--- src/rtl/alu_pkg.sv ---
// Shared constants and types for the ALU arbiter slice.
package alu_pkg;

    localparam int unsigned OPND_W = 32;
    localparam int unsigned RES_W  = 64;
    localparam int unsigned MODE_W = 4;

    localparam logic [MODE_W-1:0] MODE_ADD = 4'd0;
    localparam logic [MODE_W-1:0] MODE_SUB = 4'd1;
    localparam logic [MODE_W-1:0] MODE_AND = 4'd2;
    localparam logic [MODE_W-1:0] MODE_OR  = 4'd3;
    localparam logic [MODE_W-1:0] MODE_XOR = 4'd4;
    localparam logic [MODE_W-1:0] MODE_SLT = 4'd5;
    localparam logic [MODE_W-1:0] MODE_SRA = 4'd6;
    localparam logic [MODE_W-1:0] MODE_SRL = 4'd7;
    localparam logic [MODE_W-1:0] MODE_SLL = 4'd8;
    localparam logic [MODE_W-1:0] MODE_MUL = 4'd9;
    localparam logic [MODE_W-1:0] MODE_DIV = 4'd10;
    localparam logic [MODE_W-1:0] MODE_MAX = 4'd10;

    typedef enum logic [1:0] {
        ST_IDLE = 2'd0,
        ST_BUSY = 2'd1,
        ST_RESP = 2'd2
    } arb_state_t;

endpackage

--- src/rtl/alu_arbiter_rr_pick.sv ---
// Combinational round-robin priority encoder: first request above the last grant, wrapping.
module rr_pick #(
    parameter int unsigned NUM_REQ = 2,
    parameter int unsigned ID_W    = $clog2(NUM_REQ)
) (
    input  logic [NUM_REQ-1:0] i_req,
    input  logic [ID_W-1:0]    i_last,
    output logic [NUM_REQ-1:0] o_gnt,
    output logic [ID_W-1:0]    o_idx,
    output logic               o_any
);

    int unsigned w_cand;

    // Scan NUM_REQ candidates starting one past the previous winner.
    always_comb begin
        o_gnt  = '0;
        o_idx  = '0;
        o_any  = 1'b0;
        w_cand = 0;
        for (int unsigned k = 1; k <= NUM_REQ; k++) begin
            w_cand = (32'(i_last) + k) % NUM_REQ;
            if (!o_any && i_req[w_cand]) begin
                o_any         = 1'b1;
                o_gnt[w_cand] = 1'b1;
                o_idx         = ID_W'(w_cand);
            end
        end
    end

endmodule

--- src/rtl/alu_arbiter.sv ---
// Shares one multi-cycle ALU among NUM_REQ requesters with round-robin arbitration.
module alu_arbiter
    import alu_pkg::*;
#(
    parameter int unsigned NUM_REQ = 2,
    parameter int unsigned ID_W    = $clog2(NUM_REQ)
) (
    input  logic                       clk,
    input  logic                       rst,
    input  logic [NUM_REQ-1:0]         req_valid,
    input  logic [NUM_REQ*OPND_W-1:0]  req_a,
    input  logic [NUM_REQ*OPND_W-1:0]  req_b,
    input  logic [NUM_REQ*MODE_W-1:0]  req_mode,
    output logic [NUM_REQ-1:0]         req_ready,
    output logic [NUM_REQ-1:0]         rsp_valid,
    output logic [RES_W-1:0]           rsp_data,
    output logic                       rsp_err,
    output logic                       busy,
    output logic                       alu_valid,
    output logic [OPND_W-1:0]          alu_a,
    output logic [OPND_W-1:0]          alu_b,
    output logic [MODE_W-1:0]          alu_mode,
    input  logic                       alu_ready,
    input  logic [RES_W-1:0]           alu_out
);

    arb_state_t          r_state;
    arb_state_t          w_next;
    logic [OPND_W-1:0]   r_a;
    logic [OPND_W-1:0]   r_b;
    logic [MODE_W-1:0]   r_mode;
    logic [ID_W-1:0]     r_cur_id;
    logic [ID_W-1:0]     r_last_gnt;
    logic [RES_W-1:0]    r_res;
    logic                r_err;

    logic [NUM_REQ-1:0]  w_gnt;
    logic [ID_W-1:0]     w_idx;
    logic                w_any;
    logic                w_accept;
    logic                w_done;
    logic                w_illegal;
    logic [OPND_W-1:0]   w_a_arr    [NUM_REQ];
    logic [OPND_W-1:0]   w_b_arr    [NUM_REQ];
    logic [MODE_W-1:0]   w_mode_arr [NUM_REQ];
    logic [OPND_W-1:0]   w_sel_a;
    logic [OPND_W-1:0]   w_sel_b;
    logic [MODE_W-1:0]   w_sel_mode;

    rr_pick #(
        .NUM_REQ (NUM_REQ),
        .ID_W    (ID_W)
    ) u_rr_pick (
        .i_req  (req_valid),
        .i_last (r_last_gnt),
        .o_gnt  (w_gnt),
        .o_idx  (w_idx),
        .o_any  (w_any)
    );

    // Unpack per-requester operand fields and select the granted one.
    always_comb begin
        for (int i = 0; i < int'(NUM_REQ); i++) begin
            w_a_arr[i]    = req_a[i*OPND_W +: OPND_W];
            w_b_arr[i]    = req_b[i*OPND_W +: OPND_W];
            w_mode_arr[i] = req_mode[i*MODE_W +: MODE_W];
        end
        w_sel_a    = w_a_arr[w_idx];
        w_sel_b    = w_b_arr[w_idx];
        w_sel_mode = w_mode_arr[w_idx];
        w_illegal  = (w_sel_mode > MODE_MAX);
    end

    // State register.
    always_ff @(posedge clk) begin
        if (rst) r_state <= ST_IDLE;
        else     r_state <= w_next;
    end

    // Next-state decode plus combinational accept strobe.
    always_comb begin
        w_next    = r_state;
        req_ready = '0;
        w_accept  = 1'b0;
        w_done    = 1'b0;
        case (r_state)
            ST_IDLE: begin
                if (w_any) begin
                    req_ready = w_gnt;
                    w_accept  = 1'b1;
                    w_next    = w_illegal ? ST_RESP : ST_BUSY;
                end
            end
            ST_BUSY: begin
                if (alu_ready) begin
                    w_done = 1'b1;
                    w_next = ST_RESP;
                end
            end
            ST_RESP: w_next = ST_IDLE;
            default: w_next = ST_IDLE;
        endcase
    end

    // Operand, owner and result registers; illegal modes skip the ALU with a zero result.
    always_ff @(posedge clk) begin
        if (rst) begin
            r_a        <= '0;
            r_b        <= '0;
            r_mode     <= '0;
            r_cur_id   <= '0;
            r_last_gnt <= ID_W'(NUM_REQ - 1);
            r_res      <= '0;
            r_err      <= 1'b0;
        end else if (w_accept) begin
            r_a        <= w_sel_a;
            r_b        <= w_sel_b;
            r_mode     <= w_sel_mode;
            r_cur_id   <= w_idx;
            r_last_gnt <= w_idx;
            r_res      <= '0;
            r_err      <= w_illegal;
        end else if (w_done) begin
            r_res      <= alu_out;
            r_err      <= 1'b0;
        end
    end

    // Response strobe to the owning requester only.
    always_comb begin
        rsp_valid = '0;
        if (r_state == ST_RESP) rsp_valid[r_cur_id] = 1'b1;
    end

    assign rsp_data  = r_res;
    assign rsp_err   = r_err;
    assign busy      = (r_state != ST_IDLE);
    assign alu_valid = (r_state == ST_BUSY);
    assign alu_a     = r_a;
    assign alu_b     = r_b;
    assign alu_mode  = r_mode;

endmodule

--- config.mk ---
export PLATFORM = sky130hd
export DESIGN_NAME = alu_arbiter
export DESIGN_NICKNAME = d
export VERILOG_FILES = /design/src/rtl/alu_pkg.sv /design/src/rtl/alu_arbiter_rr_pick.sv /design/src/rtl/alu_arbiter.sv
export SDC_FILE = /design/constraint.sdc
export NUM_CORES = 1
export LEC_CHECK = 0
export CORE_MARGIN = 5
export CORE_UTILIZATION = 30
export CTS_CLUSTER_SIZE = 28
export DETAILED_ROUTE_END_ITERATION = 7
export PLACE_DENSITY = 0.68
export SYNTH_ARGS = -nofsm -noshare
export SYNTH_HDL_FRONTEND = slang
export SYNTH_SLANG_ARGS = --single-unit
--- constraint.sdc ---
create_clock -name clk -period 2.1 [get_ports clk]
set_clock_uncertainty 0.2 [all_clocks]
set_input_delay 0.315 -clock clk [delete_from_list [all_inputs] [get_ports clk]]
set_output_delay 0.315 -clock clk [all_outputs]
set_load 0.02 [all_outputs]
==> metrics <==
worst r2r dst alu_b[18]; Avg Vias per Cell a little under 5; cell row count 49; Hold WC Path Type in -> reg; CTS tree built; Overall Global Routing Usage 0.1971; Via Count around 6300; VDD IR-drop max 0.5040 mV; Crit Path Max Fanout 8; Synth Cell Area about 5500 µm²; grt ovf 0; CORE AREA about 18000 µm²; data required time at the worst endpoint approximately 1.6 ns; worst r2r path cells 5; port bufs between 300 and 400; post-route ant nets 0; io pins between 300 and 400; Leak Pwr 3.637 nW; initial antenna violation count 0; n_diodes 0; Slew @ Worst Pin between 0.3 and 0.4 ns; H-tree Lvls 4; tightest hold margin ~0.027 ns; Post-synth ARST share 0; Tcrit/Tclk final 0.9494; register area share after synthesis 0.4960; Synth Area in XOR/XNOR 0; syn_nets ~910; clk sinks 137; Post-Syn Instances ~700; largest family of logic cells by synthesized area compound AO/OA/AOI/OAI gates; Die H roughly 150 µm; first-pass GRT wire length between 30000 and 40000 µm; hold path cells 2; share of layout cells above drive strength 1 0.06840; TritonRoute pass-1 iters 5; Synth top area share 0.4960; count leader, synth nand2_1; r2r startpoint r_last_gnt; status complete, no violations; Synth-to-Final Area Change 80.31%; power per cell area 850.9 nW/µm²; Initial DRC Count approximately 190; DRC 0; post-DR wirelength/cell around 17 µm; post-DP HPWL around 16000 µm; Initial Utilization 0.3067; Power Total about 8.5 mW; root buf cell clkbuf_16; reg2reg setup slack 0.27 ns; pin count of the biggest net entering global routing 65; arrival time worst endpoint 1.48 ns; dominant synthesized flop cell dfxtp_1; DP Cell Count roughly 1200; WS Path Type reg -> out; Setup crit end kind output port; final std cells w/o fill approximately 1300; final instance area around 10000 µm²; met2 WL around 11000 µm; Slew Viols, Final 0; Max Freq about 500 MHz; Worst Hold End alu_a[27]; Chip Width 145.8 µm; Post-Synth Adder-Cell Area 0; multiplexer share of the synthesized area 0.001810; vias in the first global route just over 6000; most instantiated cells after synthesis 265 x nand2_1, 137 x dfxtp_1, 133 x a21oi_1; Nets 1230; yosys warns 0; mean post-synth cell area ~8 µm²; placer congestion estimate about 0.84; final count of negative-setup-slack endpoints 0; post-synthesis cell type count 30; clk buf depth 2; final hold vios 0; Worst-Skew Late Latency about 0.41 ns; worst min-delay path startpoint rst; Worst slew margin 0.7472; Post-synth EDFFs 0; CTS buffer count 17; cts hold-fix bufs 0; placed cell areas between 9000 and 10000 µm²; Seq cells post-synth approximately 140; final wirelength approximately 22000 µm; startpoint types flop; synth top area cells dfxtp_1 50%, nand2_1 18%, a21oi_1 12%; compound-cell area share of the yosys netlist 0.2471; Reg clk slew, reported paths about 0.060 ns; Synth Area in Simple Gates 0.1969; max-cap violation count 0; met3 wire len approximately 2200 µm; met1 WL 8879 µm; Max Used Layer met4; Yosys top cell by area dfxtp_1; RSZ-0062 raised after global routing false; Tmin final ~2.0 ns; die area ~21000 µm²
==> sequential cells by signal, indices dropped and copies added (netlist names) <==
register / flops
alu_a: 32
r_cur_id: 1
r_state: 2
rsp_err: 1
rsp_data: 64
alu_b: 32
r_last_gnt: 1
alu_mode: 4
==> where the power goes <==
group | leakage, nW | internal [mW] | total (mW) | switching, mW
clock network | 0.310 | 2.03 | 3.27 | 1.25
registers | 1.12 | 2.84 | 2.98 | 0.136
logic | 2.20 | 1.11 | 2.23 | 1.13
total | 3.64 | 5.97 | 8.48 | 2.51
==> kinds of logic (layout without fill, tap and decap cells) <==
kind of cell,Yosys count,in the layout
mux,1,1
compound gates,214,214
flops,137,137
simple gates,280,280
buf+inv,70,406
==> critical path, stage by stage, from the launching register on <==
cell,delay (ns)
dfxtp_2,0.37
nor2_4,0.22
inv_2,0.06
buf_4,0.16
nor2_1,0.11
buf_4,0.16
==> metrics by stage <==
step,worst slack [ns],TNS [ns],utilization
6_report,0.1062,0,0.5531
3_5_place_dp,-0.1945,-7.765,0.5177
2_1_floorplan,0.4460,0,-
4_1_cts,0.07394,0,0.5531
5_1_grt,0.02231,0,0.5531
3_3_place_gp,-0.1173,-5.345,0.5177
==> worst max-delay path by stage <==
stage                 startpoint           end  slack, ns  cells past startpoint
floorplan             r_state[0]  req_ready[1]       0.45                      5
global placement    req_valid[1]  req_ready[1]      -0.12                      5
detailed placement  req_valid[1]     alu_b[13]      -0.19                      6
global route          r_state[0]  req_ready[1]       0.02                      4
finish                r_state[0]  req_ready[0]       0.11                      5
CTS                   r_state[0]  req_ready[0]       0.07                      5
==> routing by layer <==
layer | vias up | GRT usage
li1 | 3085 | -
met1 | 2879 | 0.2394
met2 | 288 | 0.3303
met3 | 23 | 0.07101
met4 | 0 | 0.05271
met5 | - | 0
==> cell type report <==
cell class / instances / area [µm²]
inverter: 4 / 15.01
clock buffer: 18 / 429.2
fill: 1663 / 8055
tap: 229 / 286.5
clock inverter: 14 / 211.5
multi-input combinational: 495 / 2486
sequential: 137 / 2745
timing repair buffer: 370 / 3796
==> placed cells by master (no fill, tap or decap), drive strengths merged <==
| master | n |
|---|---|
| a22oi | 1 |
| a21o | 2 |
| a311oi | 69 |
| mux2i | 1 |
| and3b | 2 |
| clkinv | 4 |
| a21oi | 133 |
| nor2b | 1 |
| clkinvlp | 1 |
| clkdlybuf4s50 | 336 |
| nand3b | 1 |
| dlygate4sd2 | 4 |
| a21bo | 1 |
| bufinv | 4 |
| o21ai | 4 |
| inv | 9 |
| dfxtp | 137 |
| nor3b | 1 |
| a32oi | 1 |
| buf | 30 |
| a2111oi | 1 |
| a21boi | 1 |
| nor2 | 5 |
| a32o | 1 |
| clkbuf | 18 |
| or2 | 1 |
| nand3 | 3 |
| nand2 | 265 |
| nor3 | 1 |
==> what timing repair did <==
item	CTS	global route
setup buffers	0	0
setup endpoints to repair	4	0
gates resized for setup	6	0
(Power assumes the default switching activity.)
